## config.mk

```make
export PLATFORM = sky130hd
export DESIGN_NAME = fetch_stage
export DESIGN_NICKNAME = d
export VERILOG_FILES = /design/src/rtl/fetch_stage_pkg.sv /design/src/rtl/fetch_queue.sv /design/src/rtl/fetch_stage.sv
export SDC_FILE = /design/constraint.sdc
export NUM_CORES = 1
export LEC_CHECK = 0
export ABC_AREA = 1
export CAP_MARGIN = 20
export CORE_MARGIN = 5
export CORE_UTILIZATION = 55
export CTS_BUF_LIST = sky130_fd_sc_hd__clkbuf_16
export CTS_CLUSTER_SIZE = 10
export DETAILED_ROUTE_END_ITERATION = 12
export PLACE_DENSITY = 0.81
export SLEW_MARGIN = 0
export SYNTH_ARGS = -nofsm -noshare
export SYNTH_HDL_FRONTEND = slang
export SYNTH_SLANG_ARGS = --single-unit
```

## constraint.sdc

```tcl
create_clock -name clock -period 8.5 [get_ports clock]
set_clock_uncertainty 0.15 [all_clocks]
set_input_delay 1.7 -clock clock [delete_from_list [all_inputs] [get_ports clock]]
set_output_delay 1.7 -clock clock [all_outputs]
set_load 0.02 [all_outputs]
```

## src/rtl/fetch_stage_pkg.sv

```systemverilog
// Shared types and constants for the instruction fetch stage.
package fetch_stage_pkg;
  typedef logic [31:0] regval_t;

  localparam regval_t NOP           = 32'h8000_0000;
  localparam int      DEFAULT_DEPTH = 4;

  typedef enum logic {
    RUN  = 1'b0,
    WAIT = 1'b1
  } fetch_state_e;

  typedef struct packed {
    regval_t pc;
    regval_t instr;
  } fetch_entry_t;
endpackage

```

## src/rtl/fetch_queue.sv

```systemverilog
// Synchronous FIFO with push/pop/clear; head is read combinationally.
// Clear wins over push and pop in the same cycle.
module fetch_queue #(
  parameter  int W     = 32,
  parameter  int DEPTH = 4,
  localparam int AW    = $clog2(DEPTH),
  localparam int CW    = AW + 1
) (
  input  logic          clock,
  input  logic          reset_n,
  input  logic          i_push,
  input  logic [W-1:0]  i_push_dat,
  input  logic          i_pop,
  input  logic          i_clear,
  output logic [W-1:0]  o_head_dat,
  output logic [CW-1:0] o_count,
  output logic          o_full,
  output logic          o_empty
);
  logic [W-1:0]  r_mem [DEPTH];
  logic [AW-1:0] r_wr_ptr;
  logic [AW-1:0] r_rd_ptr;
  logic [CW-1:0] r_count;
  logic          w_push;
  logic          w_pop;

  assign o_count    = r_count;
  assign o_empty    = (r_count == '0);
  assign o_full     = (r_count == DEPTH[CW-1:0]);
  assign o_head_dat = r_mem[r_rd_ptr];

  assign w_pop  = i_pop && !o_empty;
  // A push into a full queue is allowed only when the head leaves in the same cycle.
  assign w_push = i_push && (!o_full || w_pop);

  always_ff @(posedge clock or negedge reset_n) begin
    if (!reset_n) begin
      r_wr_ptr <= '0;
      r_rd_ptr <= '0;
      r_count  <= '0;
    end else if (i_clear) begin
      r_wr_ptr <= '0;
      r_rd_ptr <= '0;
      r_count  <= '0;
    end else begin
      if (w_push) r_wr_ptr <= r_wr_ptr + 1'b1;
      if (w_pop)  r_rd_ptr <= r_rd_ptr + 1'b1;
      r_count <= r_count + CW'(w_push) - CW'(w_pop);
    end
  end

  always_ff @(posedge clock) begin
    if (w_push && !i_clear) r_mem[r_wr_ptr] <= i_push_dat;
  end
endmodule

```

## src/rtl/fetch_stage.sv

```systemverilog
// Instruction fetch: in-order imem requests, prefetch buffer of {pc, word}, redirect/flush drop logic.
// Buffered entries plus outstanding requests never exceed DEPTH; decode stalls with hold.
module fetch_stage
  import fetch_stage_pkg::*;
#(
  parameter regval_t RESET_PC = 32'h0,
  parameter int      DEPTH    = DEFAULT_DEPTH
) (
  input  logic    clock,
  input  logic    reset_n,
  output logic    imem_req,
  output regval_t imem_addr,
  input  logic    imem_ready,
  input  logic    imem_rvalid,
  input  regval_t imem_rdata,
  input  logic    redirect_valid,
  input  regval_t redirect_pc,
  input  logic    is_pc_changing,
  input  logic    early_flush,
  output logic    is_valid,
  input  logic    hold,
  output regval_t pc,
  output regval_t instruction
);
  localparam int CW = $clog2(DEPTH) + 1;

  fetch_state_e  r_state;
  fetch_state_e  w_state_nxt;
  regval_t       r_fetch_pc;
  logic [CW-1:0] r_outstanding;
  logic [CW-1:0] r_drop_count;

  logic          w_flush;
  logic          w_accept;
  logic          w_keep_resp;
  logic          w_room;
  logic [CW:0]   w_occupancy;
  regval_t       w_pend_pc;
  fetch_entry_t  w_head;
  fetch_entry_t  w_push_entry;
  logic [CW-1:0] w_buf_count;
  logic          w_buf_empty;
  logic          w_buf_full;
  logic [CW-1:0] w_pend_count;
  logic          w_pend_full;
  logic          w_pend_empty;
  logic          w_unused;

  assign w_flush     = redirect_valid || early_flush;
  assign w_accept    = imem_req && imem_ready;
  assign w_occupancy = {1'b0, w_buf_count} + {1'b0, r_outstanding};
  assign w_room      = (w_occupancy < DEPTH[CW:0]);
  // Responses during a flush belong to the discarded stream, as do those still owed by drop_count.
  assign w_keep_resp = imem_rvalid && (r_drop_count == '0) && !w_flush;
  assign imem_addr   = r_fetch_pc;

  always_comb begin
    w_state_nxt = r_state;
    imem_req    = 1'b0;
    if (redirect_valid) begin
      w_state_nxt = RUN;
    end else if (early_flush || is_pc_changing) begin
      w_state_nxt = WAIT;
    end else if (r_state == RUN && w_room && reset_n) begin
      imem_req = 1'b1;
    end
  end

  always_ff @(posedge clock or negedge reset_n) begin
    if (!reset_n) begin
      r_state       <= RUN;
      r_fetch_pc    <= RESET_PC;
      r_outstanding <= '0;
      r_drop_count  <= '0;
    end else begin
      r_state       <= w_state_nxt;
      r_outstanding <= r_outstanding + CW'(w_accept) - CW'(imem_rvalid);
      if (redirect_valid)  r_fetch_pc <= redirect_pc;
      else if (w_accept)   r_fetch_pc <= r_fetch_pc + 32'd4;
      if (w_flush)                                 r_drop_count <= r_outstanding - CW'(imem_rvalid);
      else if (imem_rvalid && r_drop_count != '0)  r_drop_count <= r_drop_count - 1'b1;
    end
  end

  fetch_queue #(.W(32), .DEPTH(DEPTH)) u_pend_q (
    .clock      (clock),
    .reset_n    (reset_n),
    .i_push     (w_accept),
    .i_push_dat (r_fetch_pc),
    .i_pop      (imem_rvalid),
    .i_clear    (1'b0),
    .o_head_dat (w_pend_pc),
    .o_count    (w_pend_count),
    .o_full     (w_pend_full),
    .o_empty    (w_pend_empty)
  );

  assign w_push_entry = '{pc: w_pend_pc, instr: imem_rdata};

  fetch_queue #(.W($bits(fetch_entry_t)), .DEPTH(DEPTH)) u_buf_q (
    .clock      (clock),
    .reset_n    (reset_n),
    .i_push     (w_keep_resp),
    .i_push_dat (w_push_entry),
    .i_pop      (!hold),
    .i_clear    (w_flush),
    .o_head_dat (w_head),
    .o_count    (w_buf_count),
    .o_full     (w_buf_full),
    .o_empty    (w_buf_empty)
  );

  assign is_valid    = !w_buf_empty;
  assign pc          = is_valid ? w_head.pc    : '0;
  assign instruction = is_valid ? w_head.instr : NOP;

  assign w_unused = &{1'b0, w_pend_count, w_pend_full, w_pend_empty, w_buf_full};
endmodule

```

; Word-level counts from Yosys, hierarchy flattened
; Memories as Yosys holds them, arrays and structs flattened.
; Index checks and enable logic that the tools add are counted.
[totals]
reg_bits = 53
ram_bits = 384
output_inout_bits = 98
elab_cells = 80
n_memories = 2
[memory_table]
columns = memory, depth, word_bits, rd, rd_clocked_by_memory_dff, write_ports, line_no
row1 = u_buf_q.r_mem, 4, 64, 1, 0, 1, fetch_queue.sv:20  ; logic [W-1:0] r_mem [DEPTH];
row2 = u_pend_q.r_mem, 4, 32, 1, 0, 1, fetch_queue.sv:20
[op_classes]
n_addsub = 14
order_cmp = 1
eq_ne = 2
muxes = 20
n_bitwise = 1
n_reduce_logical = 30
[ops]
columns = op, n
row1 = $mux 32, 4
row2 = $add 32x3->32 const B, 1
row3 = $sub 3x1->3, 4
row4 = $logic_and 1x1->1, 11
row5 = $reduce_bool 2->1, 5
row6 = $add 3x1->3, 3
row7 = $logic_not 3->1, 3
row8 = $mux 1, 9
row9 = $mux 3, 3
row10 = $add 2x1->2 const B, 4
row11 = $mux 2, 4
row12 = $eq 3x3->1 const B, 2
row13 = $logic_not 1->1, 6
row14 = $add 3x3->4, 1
row15 = $logic_or 1x1->1, 4
row16 = $lt 4x3->1 const B, 1
row17 = $reduce_bool 3->1, 1
row18 = $sub 3x1->3 const B, 1
row19 = $not 1->1, 1

; Depth between registers and ports, before layout
; Gate-level depths: netlist of run 1.
[logic_depth]
depth_word = 11
mapped_depth = 12

; Modules after synthesis
; Synthesis of run 1 repeated with hierarchy kept, for this count alone.
[hier_totals]
hier_cells = 1674
hier_area_um2 = 18647.9
[by_module_without_submodules]
columns = mod, n_inst, cells_per_inst, area_per_inst_um2, seq_area_each_um2
row1 = fetch_queue (u_buf_q), 1, 681, 9957.0, 7862.5
row2 = fetch_queue (u_pend_q), 1, 373, 5225.0, 4018.9
row3 = fetch_stage, 1, 620, 3465.8, 975.9

; Worst setup path before layout of run 1
; Ideal clock, no wire load.
[synth_path]
path_kind = input-to-reg
start = input redirect_valid
end = memory u_buf_q.r_mem[0][0] in the netlist's numbering, enable pin
setup_ps = 487
arrival_ps = 5000
required_ps = 7863
setup_slack_ps = 2864
stages = 5
path_cell_list = buf_6 nor2_4 buf_2 nand4_1 nor2_1
[synth_via]
elab_chain_cells = 7
[synth_rtl]
columns = item, line_no
row1 = from (decl), fetch_stage.sv:16  ; input logic redirect_valid,
row2 = $logic_or 1x1->1 *, fetch_stage.sv:49  ; assign w_flush = redirect_valid || early_flush;
row3 = $logic_not 1->1 *, "fetch_queue.sv:53, fetch_stage.sv:54"
row4 = $logic_and 1x1->1, fetch_stage.sv:54  ; assign w_keep_resp = imem_rvalid && (r_drop_count == '0) && !w_flush;
row5 = $logic_and 1x1->1, fetch_queue.sv:34  ; assign w_push = i_push && (!o_full || w_pop);
row6 = $logic_and 1x1->1 *, fetch_queue.sv:53  ; if (w_push && !i_clear) r_mem[r_wr_ptr] <= i_push_dat;
row7 = $mux 1 *, fetch_queue.sv:53
row8 = $mux 1 (implied by the code) *, fetch_queue.sv:53
row9 = to (decl), fetch_queue.sv:20
; Every way passes the cells marked *; elsewhere a longest branch is shown, timed or not.

; Final worst setup path of run 1
[layout_path]
start = register u_buf_q.r_rd_ptr[0]
end = output pc[18]
[layout_via]
elab_chain_cells = 2
[layout_rtl]
columns = item, line_no
row1 = from (decl), fetch_queue.sv:22  ; logic [AW-1:0] r_rd_ptr;
row2 = from (signal assigned), fetch_queue.sv:47  ; if (w_pop) r_rd_ptr <= r_rd_ptr + 1'b1;
row3 = $mem_v2 4x64, n/a
row4 = $mux 32, fetch_stage.sv:114  ; assign pc = is_valid ? w_head.pc : '0;
row5 = to (decl), fetch_stage.sv:22  ; output regval_t pc,
; Every way passes these cells.

==> results of run 1 <==
==> worst paths after layout <==
check / to / start / cells past startpoint / slack [ns]
worst max register to register: u_pend_q.r_mem[3][21] / r_outstanding[1] / 9 / 5.32
worst min-delay path: r_outstanding[2] / r_outstanding[1] / 1 / 0.35
min in group asynchronous: imem_addr[14] / reset_n / 2 / 1.26
worst max-delay path: pc[18] / u_buf_q.r_rd_ptr[0] / 5 / 2.88
worst min register to register: r_outstanding[2] / r_outstanding[1] / 1 / 0.35
max in group asynchronous: u_buf_q.r_rd_ptr[0] / reset_n / 2 / 6.42
==> cells by family (layout without fill, tap and decap cells) <==
| kind of cell | after synthesis | count (layout) |
|---|---|---|
| AND/OR/NAND/NOR | 683 | 683 |
| flip-flops | 437 | 437 |
| AO/OA/AOI/OAI | 310 | 310 |
| buffers and inverters | 173 | 350 |
| adder cells (fa/ha/maj) | 24 | 24 |
| XOR/XNOR | 14 | 14 |
==> cells in the final DEF, fill, tap and decap left out <==
master	instances
inv_2	3
inv_6	2
o211ai_1	2
nor2_1	380
inv_1	104
xnor2_1	8
clkinv_2	1
o21ai_0	199
edfxtp_1	384
dfrtp_2	1
clkbuf_16	51
dfrtp_1	51
nand3_4	1
buf_2	1
nand3_1	56
a21oi_1	66
nand4_1	4
o21ai_1	10
clkdlybuf4s50_1	168
o311ai_0	1
ha_1	21
o22ai_1	32
nor4_1	1
nand2_1	226
fa_1	3
buf_4	18
nor2_4	7
or2_2	2
clkinv_1	2
nand2_2	2
xor2_1	6
nor2_2	4
dfrtp_4	1
==> metal layers <==
metal	GRT usage	part of all wire	vias up
li1	-	-	5934
met1	0.3025	0.41	6011
met2	0.3713	0.48	605
met3	0.03745	0.088	79
met4	0.06692	0.023	0
met5	0	0	-
==> power groups by stage <==
| stage | Combinational [uW] | Sequential (uW) | Clock (uW) |
|---|---|---|---|
| final | 805 | 2620 | 1820 |
| after global routing | 899 | 2630 | 1940 |
| after CTS | 805 | 2620 | 1850 |
| after detailed placement | 800 | 2670 | 0 |
| after global placement | 765 | 2660 | 0 |
| after floorplan | 501 | 2660 | 0 |
==> registers in the layout (all words and copies together) (netlist names) <==
name / flops
u_buf_q.r_mem: 256
u_pend_q.r_mem: 128
imem_addr: 32
r_drop_count: 3
r_outstanding: 3
u_buf_q.o_count: 3
u_pend_q.o_count: 3
u_buf_q.r_rd_ptr: 2
u_buf_q.r_wr_ptr: 2
u_pend_q.r_rd_ptr: 2
u_pend_q.r_wr_ptr: 2
r_state: 1
==> through the flow <==
step	total power, uW	instance area, um^2	cells	util	setup WS (ns)
3_5_place_dp	3465	20360	2188	0.6225	3.096
2_1_floorplan	3158	18300	1641	-	2.864
4_1_cts	5276	21720	2260	0.6643	2.865
6_report	5254	21720	2260	0.6643	2.878
3_3_place_gp	3426	20360	2188	0.6225	3.039
5_1_grt	5476	21720	2260	0.6643	2.638
==> worst max-delay path: stages (launching register included) <==
cell             delay, ns
dfrtp_4               0.68
inv_2                 0.53
buf_4                 0.74
o21ai_0               0.23
a21oi_1               0.31
clkdlybuf4s50_1       0.66
==> layout make-up <==
type | instances | area share
Timing Repair Buffer | 187 | 0.08386
Clock buffer | 51 | 0.05875
Tap cell | 442 | 0.02546
Multi-Input combinational cell | 1031 | 0.2200
Clock inverter | 21 | 0.004147
Sequential cell | 437 | 0.5921
Inverter | 91 | 0.01572
==> flow_metrics.tcl, run 1 <==
set metrics [dict create \
    fp.dieW_um 192.4 \
    power.internal_uw 3868 \
    clk_pin_slew_ns 0.06 \
    netlist_area_um2 18300 \
    antenna_found_initial 0 \
    seqPwrFrac 0.500 \
    hp-class "reg2reg" \
    final_nets 1894 \
    h-tree-depth 2 \
    grt_pass1_wl_um 64760 \
    fin_crit_sh 0.6614 \
    syn2layout_area_growth_pct 18.71 \
    synth_top_cell_by_area "edfxtp_1" \
    end_kind "primary output" \
    tightestPinTransition_ns 0.9988 \
    remaining_drc_errors 0 \
    yosys-top-cells-count "nor2_1, edfxtp_1, nand2_1" \
    coreArea_um2 32700 \
    ys_seq_area_frac 0.7026 \
    syn_nets 1737 \
    synth.top_cell.area_share 0.6302 \
    syn_avg_cell_area_um2 11.15 \
    ant_nets 0 \
    required_ns 6.65 \
    ios 170 \
    p_clk_frac 0.347 \
    setup_violations 0 \
    switching_share 0.2638 \
    synth_compound_area_frac 0.08745 \
    status "finished, final reports clean" \
    initial_utilization 0.5596 \
    synth.top_cells.by_area "edfxtp_1, nor2_1, dfrtp_1, o21ai_0, nand2_1" \
    power_density_nw_per_um2 241.8 \
    p_sw_uw 1386 \
    peakVddDrop_mv 0.1614 \
    finalWirelength_um 41040 \
    regArea_um2 12860 \
    clk_latency_ns 0.55 \
    p_comb_frac 0.153 \
    grt_overflow_total 0 \
    first_pass_iters 5 \
    hold_slack_ns 0.3475 \
    period_needed_ns 5.622 \
    setup_tns_ns 0 \
    crit_type "reg2out" \
    max_slew_margin 0.3342 \
    start_kind "flip-flop" \
    dr.first_iter.drc_count 1193 \
    cts_tree "done" \
    wl_per_cell_um 18.16 \
    grt_max_degree 93 \
    clock_sinks 437 \
    layout-drive-gt1-share 0.05171 \
    yosysMostFrequentCell "nor2_1" \
    rsz0062_at_grt "false" \
    cts_buffers 50 \
    antenna_cells 0 \
    synthArstFlopShare 0.1213 \
    yosys.area_share.simple 0.1467 \
    cellLeakagePower_uw 0.007880 \
    die-area_um2 37020 \
    cap_violations 0 \
    multi_input_area_um2 4778 \
    clockBufferDepth 3 \
    synth_enable_flop_cells 384 \
    post_cts_buffers 0 \
    root_buffer "clkbuf_16" \
    vias 12629 \
    port_buffers 169 \
    synth_fa_ha_area_frac 0.01764 \
    grt_pass1_vias 12452 \
    fill_cells 2342 \
    grt_use_total 0.2220 \
    ys.flop_type "edfxtp_1" \
    synth_top_family_by_area "simple AND/OR/NAND/NOR gates" \
    viasPerCell 5.588 \
    synthMuxAreaShare 0 \
    arrival_ns 3.77 \
    gp_congestion 0.8512 \
    fmax_ghz 0.1779 \
    ys_ff_latch 437 \
    synth_cell_types 28 \
    cts_hold_buf 0 \
    path_max_fanout 92 \
    hold_viol 0 \
    netlist_instances 1641 \
    die_h_um 192.4 \
    slew_viol_final 0 \
    synth_warnings 0 \
    cts-resized-gates 0 \
    synthXorXnorAreaFrac 0.006701 \
    hpwl_um 23870 \
    row_count 66 \
]
(Power assumes the default switching activity.)
==> run 2, diff against run 1 <==
==> constraint.sdc (replaced) <==
create_clock -name clock -period 5.85 [get_ports clock]
set_clock_uncertainty 0.15 [all_clocks]
set_input_delay 1.17 -clock clock [delete_from_list [all_inputs] [get_ports clock]]
set_output_delay 1.17 -clock clock [all_outputs]
set_load 0.02 [all_outputs]
==> run 2 against run 1 <==
  * Routed wire length down 0.12%
  * Register-to-register slack worse by 2.6 ns
  * Critical path type unchanged
  * Sequential cell count unchanged
  * Count of clock-buffer cells in the layout unchanged
  * Sequential share of layout area about the same
  * Critical path depth unchanged
  * Setup slack worse by 1.6 ns
  * Core utilization about the same
  * Power up 45%
  * Worst hold slack better by 0.029 ns
  * Largest cell class unchanged
==> flow_metrics.tcl, run 2 (same netlist as run 1, synthesis figures left out) <==
set metrics [dict create \
    grt_pass1_vias 12706 \
    largest_reg_flops 256 \
    r2r_end "u_pend_q.o_count[1]" \
    period_needed_ns 4.591 \
    viasPerCell 5.589 \
    remaining_drc_errors 0 \
    clockBufferDepth 3 \
    initial_utilization 0.5596 \
    required_ns 4.53 \
    layout_commonest_cell "edfxtp_1" \
    regMostFlops "u_buf_q.r_mem" \
    cts_hold_buf 0 \
    fin_cells 2253 \
    wl_per_cell_um 18.19 \
    worst_slack_ns 1.259 \
    gp_congestion 0.8658 \
    seqPwrFrac 0.502 \
    clk_latency_ns 0.54 \
    h-tree-depth 2 \
    dr.first_iter.drc_count 1211 \
    cap_violations 0 \
    final_cell_mix "edfxtp_1, nor2_1, nand2_1" \
    fmax_ghz 0.2178 \
    clock_sinks 437 \
    antenna_cells 0 \
    cts_buffers 49 \
    p_comb_frac 0.155 \
    hpwl_um 24200 \
    rsz0062_at_grt "false" \
    p_clk_frac 0.343 \
    start_kind "flip-flop" \
    antenna_found_initial 0 \
    status "finished, final reports clean" \
    layout-drive-gt1-share 0.05135 \
    whs_path_depth 2 \
    peakVddDrop_mv 0.2230 \
    port_buffers 169 \
    vias 12592 \
    clk_pin_slew_ns 0.06 \
    r2r_slack_ns 2.68 \
    crit_type "reg2out" \
    finalWirelength_um 40990 \
    root_buffer "clkbuf_16" \
    coreArea_um2 32700 \
    fin_crit_sh 0.7848 \
    cts-resized-gates 0 \
    critical_path.startpoint "u_buf_q.r_rd_ptr[0]" \
    arrival_ns 3.27 \
    cellLeakagePower_uw 0.007862 \
    ios 170 \
    die_h_um 192.4 \
    stdcell_area_um2 21720 \
    path_max_fanout 74 \
    fp.dieW_um 192.4 \
    final_nets 1894 \
    tightestPinTransition_ns 1.009 \
    hp-class "reg2reg" \
    r2r_start "r_outstanding[1]" \
    end_kind "primary output" \
    grt_max_degree 75 \
    switching_share 0.2618 \
    slew_viol_final 0 \
    p_sw_uw 1990 \
    hold_viol 0 \
    grt_use_total 0.2207 \
    grt_pass1_wl_um 65100 \
    grt_overflow_total 0 \
    syn2layout_area_growth_pct 18.69 \
    dp_slack_ns 1.553 \
    hold_start "r_state" \
    setup_tns_ns 0 \
    setup_violations 0 \
    power_density_nw_per_um2 350.0 \
    post_cts_buffers 0 \
    row_count 66 \
    die-area_um2 37020 \
    dp.cells 2189 \
    r2r_cells 12 \
    first_pass_iters 6 \
    max_slew_margin 0.3271 \
    holdPathEnd "r_state" \
    place_area_um2 20390 \
    power.internal_uw 5611 \
    ant_nets 0 \
    cts_tree "done" \
]
-- run 2: changes by cell type in the layout (fill, tap and decap cells not counted) --
| cell | delta |
|---|---|
| inv_1 | -5 |
| clkinv_2 | -1 |
| clkinv_1 | -1 |
| buf_4 | -1 |
| inv_6 | -1 |
| buf_12 | +2 |
-- run 2: routing by layer --
layer	GRT usage	wire length, um	part of all wire	vias to the layer above
met5	0	0	0	-
met1	0.3011	16910	0.41	6052
met4	0.06171	809	0.020	0
met2	0.3683	19900	0.49	534
li1	-	-	-	5932
met3	0.04106	3363	0.082	74
-- run 2: worst max-delay path, cell delays in order (launching register included) --
cell and delay, ns:
dfrtp_4 0.59, inv_2 0.68, buf_12 0.34, o21ai_0 0.16, a21oi_1 0.22, clkdlybuf4s50_1 0.65
-- run 2: layout make-up --
cell class	instances	area, um^2
well taps	442	553.0
fillers	2346	10980
clock buffers	51	1276
inverters	91	341.6
clock inverters	13	53.80
multi-input cells	1031	4778
flip-flops and latches	437	12860
repair buffers	188	1854
-- run 2: worst max-delay path by stage --
stage | endpoint | depth (start not counted)
CTS | pc[21] | 5
floorplan | u_buf_q.r_mem[0][0] | 5
global route | pc[0] | 5
global placement | u_pend_q.o_count[1] | 12
finish | pc[21] | 5
detailed placement | u_pend_q.o_count[2] | 12
-- run 2: power groups by stage --
stage / combinational, uW / clock [uW] / sequential (uW)
3_5_place_dp: 1180 / 0 / 3870
5_1_grt: 1320 / 2780 / 3830
2_1_floorplan: 728 / 0 / 3860
4_1_cts: 1190 / 2650 / 3810
3_3_place_gp: 1110 / 0 / 3860
6_report: 1180 / 2610 / 3810
-- run 2: metrics by stage --
stage	hold slack, ns	util	power (uW)
finish	0.3769	0.6642	7601
detailed placement	0.3685	0.6235	5049
floorplan	0.3187	-	4588
global route	0.3992	0.6642	7919
CTS	0.3820	0.6642	7645
global placement	0.3514	0.6235	4976
==> run 3, diff against run 2 <==
--- a/config.mk
+++ b/config.mk
@@ -8,11 +8,11 @@
 export ABC_AREA = 1
 export CAP_MARGIN = 20
 export CORE_MARGIN = 5
-export CORE_UTILIZATION = 55
+export CORE_UTILIZATION = 52
 export CTS_BUF_LIST = sky130_fd_sc_hd__clkbuf_16
 export CTS_CLUSTER_SIZE = 10
 export DETAILED_ROUTE_END_ITERATION = 12
-export PLACE_DENSITY = 0.81
+export PLACE_DENSITY = 0.8
 export SLEW_MARGIN = 0
 export SYNTH_ARGS = -nofsm -noshare
 export SYNTH_HDL_FRONTEND = slang
==> constraint.sdc (replaced) <==
create_clock -name clock -period 4.1 [get_ports clock]
set_clock_uncertainty 0.15 [all_clocks]
set_input_delay 0.82 -clock clock [delete_from_list [all_inputs] [get_ports clock]]
set_output_delay 0.82 -clock clock [all_outputs]
set_load 0.02 [all_outputs]
==> run 3 against run 2 <==
  * Die area up 5.5%
  * Setup slack worse by 0.99 ns
  * Combinational power up 44%
  * Highest routed layer unchanged
  * Sequential share of layout area down 0.59 points
  * Power up 43%
  * Register-to-register slack worse by 1.5 ns
  * Critical path depth up 1
  * Count of clock-buffer cells in the layout down 1
  * Non-clock buffer count up 9
==> flow_metrics.tcl, run 3 (same netlist as run 1, synthesis figures left out) <==
set metrics [dict create \
    largest_reg_flops 256 \
    rsz0062_at_grt "false" \
    layout-drive-gt1-share 0.05738 \
    cts-resized-gates 0 \
    grt_pass1_wl_um 64440 \
    fp.dieW_um 197.6 \
    root_buffer "clkbuf_16" \
    power.internal_uw 8002 \
    p_comb_frac 0.156 \
    required_ns 3.13 \
    hold_viol 0 \
    status "finished, final reports clean" \
    slew_viol_final 0 \
    remaining_drc_errors 0 \
    cap_violations 0 \
    wl_per_cell_um 17.97 \
    p_clk_frac 0.343 \
    place_area_um2 20570 \
    cellLeakagePower_uw 0.007961 \
    hpwl_um 24810 \
    switching_share 0.2642 \
    dr.first_iter.drc_count 1010 \
    grt_max_degree 131 \
    crit_slowest_cell "nor2_4" \
    antenna_found_initial 0 \
    tightestPinTransition_ns 0.8757 \
    r2r_cells 11 \
    seqPwrFrac 0.501 \
    cts_tree "done" \
    syn2layout_area_growth_pct 19.90 \
    fmax_ghz 0.2608 \
    r2r_slack_ns 1.22 \
    clk_latency_ns 0.55 \
    vias 12446 \
    clock_sinks 437 \
    final_cell_mix "edfxtp_1, nor2_1, nand2_1" \
    stdcell_area_um2 21940 \
    clk_pin_slew_ns 0.05 \
    setup_tns_ns 0 \
    grt_overflow_total 0 \
    r2r_start "r_outstanding[1]" \
    coreArea_um2 34630 \
    row_count 68 \
    crit_chain "inv_1 > nand2_1 > nor2_4 > buf_4 > a21oi_1 > clkdlybuf4s50_1" \
    regMostFlops "u_buf_q.r_mem" \
    initial_utilization 0.5284 \
    first_pass_iters 5 \
    path_max_fanout 22 \
    port_buffers 169 \
    cts_hold_buf 0 \
    ant_nets 0 \
    gp_congestion 0.8722 \
    grt_pass1_vias 12351 \
    r2r_end "r_outstanding[2]" \
    crit_type "reg2out" \
    die-area_um2 39040 \
    die_h_um 197.6 \
    h-tree-depth 2 \
    post_cts_buffers 0 \
    antenna_cells 0 \
    hp-class "in2async" \
    clockBufferDepth 3 \
    fin_util 0.6336 \
    final_nets 1904 \
    cpPeakStageDelay_ns 0.61 \
    max_slew_margin 0.4162 \
    start_kind "flip-flop" \
    cts_buffers 50 \
    ios 170 \
    arrival_ns 2.86 \
    grt_use_total 0.2070 \
    setup_violations 0 \
    layout_commonest_cell "edfxtp_1" \
    period_needed_ns 3.835 \
    finalWirelength_um 41060 \
    peakVddDrop_mv 0.2800 \
    end_kind "primary output" \
    power_density_nw_per_um2 495.7 \
    p_sw_uw 2873 \
    viasPerCell 5.447 \
    fin_crit_sh 0.9353 \
]
-- run 3: cell count changes in the layout (fill, tap and decap cells not counted) --
cell	previous run	this run
inv_1	99	104
clkinv_2	0	2
clkbuf_16	51	50
clkinv_8	0	1
inv_6	1	2
clkinv_1	1	3
buf_12	2	10
buf_4	17	18
-- run 3: worst max-delay path, delay by kind of cell, from the launching register on --
family          cells  cell delay, ns
simple gates        2            0.73
buf+inv             3            1.07
flops               1            0.40
compound gates      1            0.09
-- run 3: area by class of cell --
type / instances / area, um^2
clock buffer: 50 / 1251
clock inverter: 24 / 115.1
fill: 2512 / 12690
inverter: 91 / 341.6
multi-input combinational: 1031 / 4778
sequential: 437 / 12860
tap: 455 / 569.3
timing repair buffer: 197 / 2022
-- run 3: layer usage --
| layer | up-vias | part of all wire | GRT usage |
|---|---|---|---|
| li1 | 5955 | - | - |
| met1 | 5937 | 0.41 | 0.2828 |
| met2 | 486 | 0.49 | 0.3479 |
| met3 | 68 | 0.080 | 0.03599 |
| met4 | 0 | 0.019 | 0.05560 |
| met5 | - | 0 | 0 |
-- run 3: power groups by stage --
stage | combinational, uW | clock (uW) | sequential (uW)
2_1_floorplan | 1040 | 0 | 5510
3_3_place_gp | 1590 | 0 | 5520
3_5_place_dp | 1680 | 0 | 5530
4_1_cts | 1700 | 3810 | 5440
5_1_grt | 1890 | 4000 | 5460
6_report | 1700 | 3730 | 5450
-- run 3: how the worst max path moves through the flow --
stage	from	end
finish	u_buf_q.o_count[1]	instruction[11]
global route	u_buf_q.o_count[1]	instruction[17]
CTS	u_buf_q.o_count[1]	pc[10]
detailed placement	redirect_valid	r_outstanding[2]
global placement	redirect_valid	r_outstanding[2]
floorplan	redirect_valid	u_buf_q.r_mem[0][0]
-- run 3: stage by stage --
step	power (uW)	hold WS (ns)	worst slack, ns	instances
floorplan	6546	0.3187	-0.6562	1641
global placement	7107	0.3534	0.5238	2211
detailed placement	7209	0.3629	0.4796	2211
CTS	10950	0.3855	0.2138	2285
global route	11360	0.3974	0.1149	2285
finish	10870	0.3595	0.2654	2285
